[config.mk]
export PLATFORM = sky130hd
export DESIGN_NAME = video_timing_gen
export DESIGN_NICKNAME = d
export VERILOG_FILES = /design/src/rtl/video_timing_gen.sv
export SDC_FILE = /design/constraint.sdc
export NUM_CORES = 1
export LEC_CHECK = 0
export ABC_AREA = 1
export ABC_CLOCK_PERIOD_IN_PS = 3100
export CORE_MARGIN = 2
export CORE_UTILIZATION = 35
export CTS_BUF_LIST = sky130_fd_sc_hd__clkbuf_8
export DETAILED_ROUTE_END_ITERATION = 8
export GPL_TIMING_DRIVEN = 0
export SYNTH_ARGS = -nofsm -noshare
export SYNTH_HDL_FRONTEND = slang
export SYNTH_SLANG_ARGS = --single-unit
[constraint.sdc]
create_clock -name CLK -period 3.1 [get_ports CLK]
set_input_delay 0.62 -clock CLK [delete_from_list [all_inputs] [get_ports CLK]]
set_output_delay 0.62 -clock CLK [all_outputs]
set_load 0.01 [all_outputs]
[src/rtl/video_timing_gen.sv]
// Raster timing generator and pixel output stage. It has one CE cycle of latency from the H/V counter to the registered outputs.
// There is no backpressure: the upstream source must supply PIX_* for REQ_X/REQ_Y in the same cycle. VIDEO_TIMING_TEST_PATTERN_EN adds the TEST colour-bar input.
module video_timing_gen #(
    parameter int H_ACTIVE = 720,
    parameter int H_FP     = 16,
    parameter int H_SYNC   = 62,
    parameter int H_BP     = 60,
    parameter int V_ACTIVE = 480,
    parameter int V_FP     = 9,
    parameter int V_SYNC   = 6,
    parameter int V_BP     = 30,
    parameter int CNT_W    = 12
) (
    input  logic             CLK,
    input  logic             RESET,
    input  logic             CE,
    input  logic             ENABLE,
`ifdef VIDEO_TIMING_TEST_PATTERN_EN
    input  logic             TEST,
`endif
    output logic [CNT_W-1:0] REQ_X,
    output logic [CNT_W-1:0] REQ_Y,
    output logic             REQ_VALID,
    input  logic [7:0]       PIX_R,
    input  logic [7:0]       PIX_G,
    input  logic [7:0]       PIX_B,
    output logic [7:0]       R,
    output logic [7:0]       G,
    output logic [7:0]       B,
    output logic             HS_n,
    output logic             VS_n,
    output logic             DE,
    output logic             LINE_START,
    output logic             FRAME_START
);

    localparam int H_TOTAL = H_ACTIVE + H_FP + H_SYNC + H_BP;
    localparam int V_TOTAL = V_ACTIVE + V_FP + V_SYNC + V_BP;

    localparam logic [CNT_W-1:0] H_LAST    = CNT_W'(H_TOTAL - 1);
    localparam logic [CNT_W-1:0] V_LAST    = CNT_W'(V_TOTAL - 1);
    localparam logic [CNT_W-1:0] H_ACT_END = CNT_W'(H_ACTIVE);
    localparam logic [CNT_W-1:0] V_ACT_END = CNT_W'(V_ACTIVE);
    localparam logic [CNT_W-1:0] HS_BEG    = CNT_W'(H_ACTIVE + H_FP);
    localparam logic [CNT_W-1:0] HS_END    = CNT_W'(H_ACTIVE + H_FP + H_SYNC);
    localparam logic [CNT_W-1:0] VS_BEG    = CNT_W'(V_ACTIVE + V_FP);
    localparam logic [CNT_W-1:0] VS_END    = CNT_W'(V_ACTIVE + V_FP + V_SYNC);

    logic [CNT_W-1:0] h_q, h_d, v_q, v_d;
    logic [7:0]       r_q, r_d, g_q, g_d, b_q, b_d;
    logic             hs_n_q, hs_n_d, vs_n_q, vs_n_d, de_q, de_d;
    logic             line_start_q, line_start_d, frame_start_q, frame_start_d;

    logic             req_valid;
    logic             in_hsync, in_vsync;
    logic [7:0]       src_r, src_g, src_b;

    assign req_valid = (h_q < H_ACT_END) && (v_q < V_ACT_END);
    assign in_hsync  = (h_q >= HS_BEG) && (h_q < HS_END);
    // The vertical window is decoded from v alone, so VS_n can only change where v does, at h=0.
    assign in_vsync  = (v_q >= VS_BEG) && (v_q < VS_END);

`ifdef VIDEO_TIMING_TEST_PATTERN_EN
    logic [2:0] bar;

    always_comb begin
        bar   = 3'd0;
        for (int i = 1; i < 8; i++) begin
            if (h_q >= CNT_W'(i * H_ACTIVE / 8)) begin
                bar = 3'(i);
            end
        end
        src_r = PIX_R;
        src_g = PIX_G;
        src_b = PIX_B;
        if (TEST) begin
            src_r = {8{~bar[1]}};
            src_g = {8{~bar[2]}};
            src_b = {8{~bar[0]}};
        end
    end
`else
    always_comb begin
        src_r = PIX_R;
        src_g = PIX_G;
        src_b = PIX_B;
    end
`endif

    always_comb begin
        h_d           = h_q;
        v_d           = v_q;
        hs_n_d        = hs_n_q;
        vs_n_d        = vs_n_q;
        de_d          = de_q;
        r_d           = r_q;
        g_d           = g_q;
        b_d           = b_q;
        // Strobes fall on every non-CE clock so each lasts exactly one CLK.
        line_start_d  = 1'b0;
        frame_start_d = 1'b0;
        if (CE) begin
            if (!ENABLE) begin
                h_d    = '0;
                v_d    = '0;
                hs_n_d = 1'b1;
                vs_n_d = 1'b1;
                de_d   = 1'b0;
                r_d    = 8'h00;
                g_d    = 8'h00;
                b_d    = 8'h00;
            end else begin
                if (h_q == H_LAST) begin
                    h_d = '0;
                    v_d = (v_q == V_LAST) ? '0 : v_q + CNT_W'(1);
                end else begin
                    h_d = h_q + CNT_W'(1);
                end
                hs_n_d        = ~in_hsync;
                vs_n_d        = ~in_vsync;
                de_d          = req_valid;
                r_d           = req_valid ? src_r : 8'h00;
                g_d           = req_valid ? src_g : 8'h00;
                b_d           = req_valid ? src_b : 8'h00;
                line_start_d  = (h_q == '0);
                frame_start_d = (h_q == '0) && (v_q == '0);
            end
        end
    end

    always_ff @(posedge CLK or posedge RESET) begin
        if (RESET) begin
            h_q           <= '0;
            v_q           <= '0;
            hs_n_q        <= 1'b1;
            vs_n_q        <= 1'b1;
            de_q          <= 1'b0;
            r_q           <= 8'h00;
            g_q           <= 8'h00;
            b_q           <= 8'h00;
            line_start_q  <= 1'b0;
            frame_start_q <= 1'b0;
        end else begin
            h_q           <= h_d;
            v_q           <= v_d;
            hs_n_q        <= hs_n_d;
            vs_n_q        <= vs_n_d;
            de_q          <= de_d;
            r_q           <= r_d;
            g_q           <= g_d;
            b_q           <= b_d;
            line_start_q  <= line_start_d;
            frame_start_q <= frame_start_d;
        end
    end

    assign REQ_X       = h_q;
    assign REQ_Y       = v_q;
    assign REQ_VALID   = req_valid;
    assign R           = r_q;
    assign G           = g_q;
    assign B           = b_q;
    assign HS_n        = hs_n_q;
    assign VS_n        = vs_n_q;
    assign DE          = de_q;
    assign LINE_START  = line_start_q;
    assign FRAME_START = frame_start_q;

endmodule
# [Word level (Yosys, flattened, before mapping)]
# Index checks and enable logic that the tools add are counted.
[totals] register_bits=53 inputBits=28 output_inout_bits=54
[classes] addsub=2 magnitude_cmp=6 n_eq_ne=3 n_mux=18 bitwise=2 reduce_logical=7
[op_table] cell="$mux 12" count=5
[op_table] cell="$mux 8" count=6
[op_table] cell="$add 12x1->12 const B" count=2
[op_table] cell="$eq 12x10->1 const B" count=2
[op_table] cell="$logic_not 12->1" count=2
[op_table] cell="$lt 12x10->1 const B" count=2
[op_table] cell="$lt 12x9->1 const B" count=2
[op_table] cell="$ge 12x10->1 const B" count=1
[op_table] cell="$ge 12x9->1 const B" count=1
[op_table] cell="$mux 1" count=7
[op_table] cell="$logic_and 1x1->1" count=4
[op_table] cell="$ne 2x1->1 const B" count=1
[op_table] cell="$not 1->1" count=2
[op_table] cell="$reduce_and 2->1" count=1

# [Longest topological paths before layout]
[logic_depth] depth_word=4 depth_mapped=10

# [Least setup slack after synthesis]
# OpenSTA, ideal clock, no wires.
[synth_path] path_kind="reg-to-output" from="register h_q[9] (netlist: REQ_X[9])" to="output REQ_VALID" arrival_time_ns=1.067 required_time_ns=2.480 slack_ns=1.413 stages_incl_launch_ff=7 path_buffers=1 cell_sequence="dfrtp_1 > buf_6 > nand2_4 > nand2_2 > nor3_2 > nand2_2 > inv_1"
[synth_via] elab_chain_len=2
[synth_rtl] element="start: declaration" line_no="49" source="logic [CNT_W-1:0] h_q, h_d, v_q, v_d;"
[synth_rtl] element="start signal: assignment" line_no="133" source="h_q <= '0;"
[synth_rtl] element="start signal: assignment" line_no="144" source="h_q <= h_d;"
[synth_rtl] element="$lt 12x10->1" line_no="58" source="assign req_valid = (h_q < H_ACT_END) && (v_q < V_ACT_END);"
[synth_rtl] element="$logic_and 1x1->1" line_no="58"
[synth_rtl] element="end: declaration" line_no="23" source="output logic REQ_VALID,"
# Every way passes these cells.

# [Final worst setup path]
[layout_path] from="register v_q[5] (netlist: REQ_Y[5])" to="output REQ_VALID"
[layout_via] elab_chain_len=2
[layout_rtl] element="start: declaration" line_no="49"
[layout_rtl] element="start signal: assignment" line_no="145" source="v_q <= v_d;"
[layout_rtl] element="$lt 12x9->1" line_no="58"
[layout_rtl] element="$logic_and 1x1->1" line_no="58"
# Every way passes these cells.

==> metrics.txt <==
status complete, no violations; Max Fclk 389 MHz; DR iter-0 viols 107; Clock Tree Root clkbuf_8; cell family with most CP delay buffers and inverters; WL/cell 12.8 µm; Slew @ Worst Pin 0.538 ns; setup_tns 0 ns; routability-driven placement congestion ratio 0.871; fin crit share 83.0%; Worst Path Buf+Inv 2; Post-Place Cells 544; clk slew on worst S/H paths 0.10 ns; max layer used met4; Post-CTS Hold Buffers 0; Post-synth EDFFs 0; H-tree levels 2; setup bufs post-CTS 0; count of final hold-check violations 0; Synth cell types 38; Power Density 380 nW/µm²; top post-synthesis cells by area dfrtp_1 (44%), nand2_1 (12%), nand2_2 (9.6%); Post-Layout Inst Area 3960 µm²; Synth Flop Type dfrtp_1; fill count 836; Worst setup EP type output pin; layout cells sized above 1 17.2%; grt ovf 0; ant diodes 0; CP peak stage delay 0.55 ns; FFs w/ async S/R, synth 100%; min cycle time layout 2.57 ns; Synth top cells by count nand2_1 (95), dfrtp_1 (51), nand2_2 (45); Layout area overhead 35.2%; Slew headroom 64.1%; CTS Sinks 53; final slew viol count 0; Clk Latency, worst-skew pair 0.31 ns; unrepaired setup endpoints after global routing false; Critical Path RT 2.48 ns; Synth area leader dfrtp_1; worst-path cell chain nand2_1, nor2_1, nor3_2, nand2_2, inv_1, clkdlybuf4s50_1; Synth top area share 43.6%; post-synthesis area per instance 8.15 µm²; Worst Skew 0.00902 ns; CTS resizes 0; static leakage 1.80 nW; Worst VDD drop 0.154 mV; first-pass GRT wire length 11,900 µm; Synth Warn # 0; Met2 Wirelength 3040 µm; Routed Antenna Nets 0; final setup vio count 0; Mapped Cells 359; via count 2,534; cell area after synthesis 2930 µm²; post-placement cell area 3870 µm²; Horiz. Die Dim 95.4 µm; final wirelength 7040 µm; HPWL after detailed placement 5260 µm; fin cells 552; Arr. time, crit path 1.95 ns; Seq cells post-synth 53; Met1 Wirelength 3450 µm; max_cap viols 0; die height 95.4 µm; Die ar. 9100 µm²; most common cell in the synthesized netlist nand2_1; drt first pass iters 4; Inserted Clock Buffers 5; number of port buffers 79; vias per cell 4.59; DRC 0; sequential area share after synthesis 45.4%; Setup crit start kind flop; syn nets 394; Crit Path Category flop to output pin; # nets final 481; FF-to-FF setup slack 1.50 ns; Critical-path top delay cell clkdlybuf4s50_1; vias in the first global route 2,417; wire length on met3 506 µm; FP Rows 33; boundary pin count 82; Initial Utilization 35.8%; Final WS setup 0.526 ns; clk buf depth 2; Hold/Removal Path Class flop to flop; crit path max fanout 8; Place WS 0.864 ns; initial antenna violation count 0; CTS tree built; largest net degree at the start of global routing 30; core area 8180 µm²; Global Route Usage Sum 16.6%
[metal layers]
layer,vias up,track usage (%)
li1,1307,-
met2,74,25.2
met1,1149,23.7
met3,4,4.35
met4,0,3.69
met5,-,0
[worst paths after layout]
| kind | startpoint | to | depth (start not counted) |
|---|---|---|---|
| worst min register to register | DE | DE | 2 |
| worst min-delay path | DE | DE | 2 |
| worst max-delay path | REQ_Y[5] | REQ_VALID | 6 |
| worst max register to register | REQ_X[0] | REQ_X[10] | 8 |
| min in group asynchronous | RESET | G[1] | 2 |
| max in group asynchronous | RESET | HS_n | 3 |
[area by class of cell]
class	count	area, µm²	share of cell area, %
Clock buffer	5	68.8	1.74
Timing Repair Buffer	80	811	20.5
Buffer	12	108	2.72
Clock inverter	3	18.8	0.475
Tap cell	105	131	3.32
Sequential cell	53	1330	33.6
Multi-Input combinational cell	264	1380	34.8
Inverter	30	113	2.85
[cell families (layout without fill, tap and decap cells)]
group / count (synthesis) / after routing / synth area share [%]
flops: 53 / 53 / 45.4
simple gates: 226 / 226 / 37.1
fa+ha+maj: 7 / 7 / 2.99
compound gates: 25 / 25 / 5.18
buf+inv: 42 / 130 / 7.53
xor+xnor: 6 / 6 / 1.80
[flip-flops by register name (all words and copies together) (netlist names)]
name         cells
B                8
DE               1
FRAME_START      1
G                8
HS_n             1
LINE_START       1
R                8
REQ_X           12
REQ_Y           12
VS_n             1
[per-stage QoR]
step | hold slack [ns] | power, mW | util [%]
3_5_place_dp | 0.476 | 1.13 | 47.3
5_1_grt | 0.519 | 1.61 | 48.4
4_1_cts | 0.501 | 1.53 | 48.4
3_3_place_gp | 0.463 | 1.12 | 47.1
6_report | 0.498 | 1.50 | 48.4
2_1_floorplan | 0.491 | 0.951 | -
[cells in the final DEF (no fill, tap or decap), types with 2 or more instances in the layout]
cell type / n
clkbuf_8: 5
nor3_1: 4
xor2_1: 5
nand2_4: 2
clkdlybuf4s50_1: 79
nor2_1: 40
buf_12: 3
a31oi_1: 2
nand2_1: 95
nor4_1: 2
ha_1: 7
clkinvlp_4: 2
a21oi_1: 2
o21ai_0: 5
dfstp_2: 2
clkbuf_1: 3
dfrtp_1: 51
o21ai_1: 10
nand3_1: 21
nand2_2: 45
nor3_2: 2
inv_2: 3
buf_6: 3
nand4_1: 9
o21bai_1: 2
buf_2: 2
inv_1: 27
[worst reg2reg max path, cell delays in order (launching register included)]
cell and delay, ns:
dfrtp_1 0.43, ha_1 0.19, nand2_1 0.08, nor2_1 0.24, nand4_1 0.17, nor2_1 0.19, nand3_1 0.10, nand2_1 0.07
nor2_1 0.04
[where the power goes]
group | total, mW | switching [mW] | internal (mW) | leakage, nW
logic | 0.331 | 0.159 | 0.172 | 1.05
registers | 0.780 | 0.0429 | 0.737 | 0.705
clock network | 0.392 | 0.236 | 0.157 | 0.0416
Note: power is estimated with default switching activity, not from simulation.
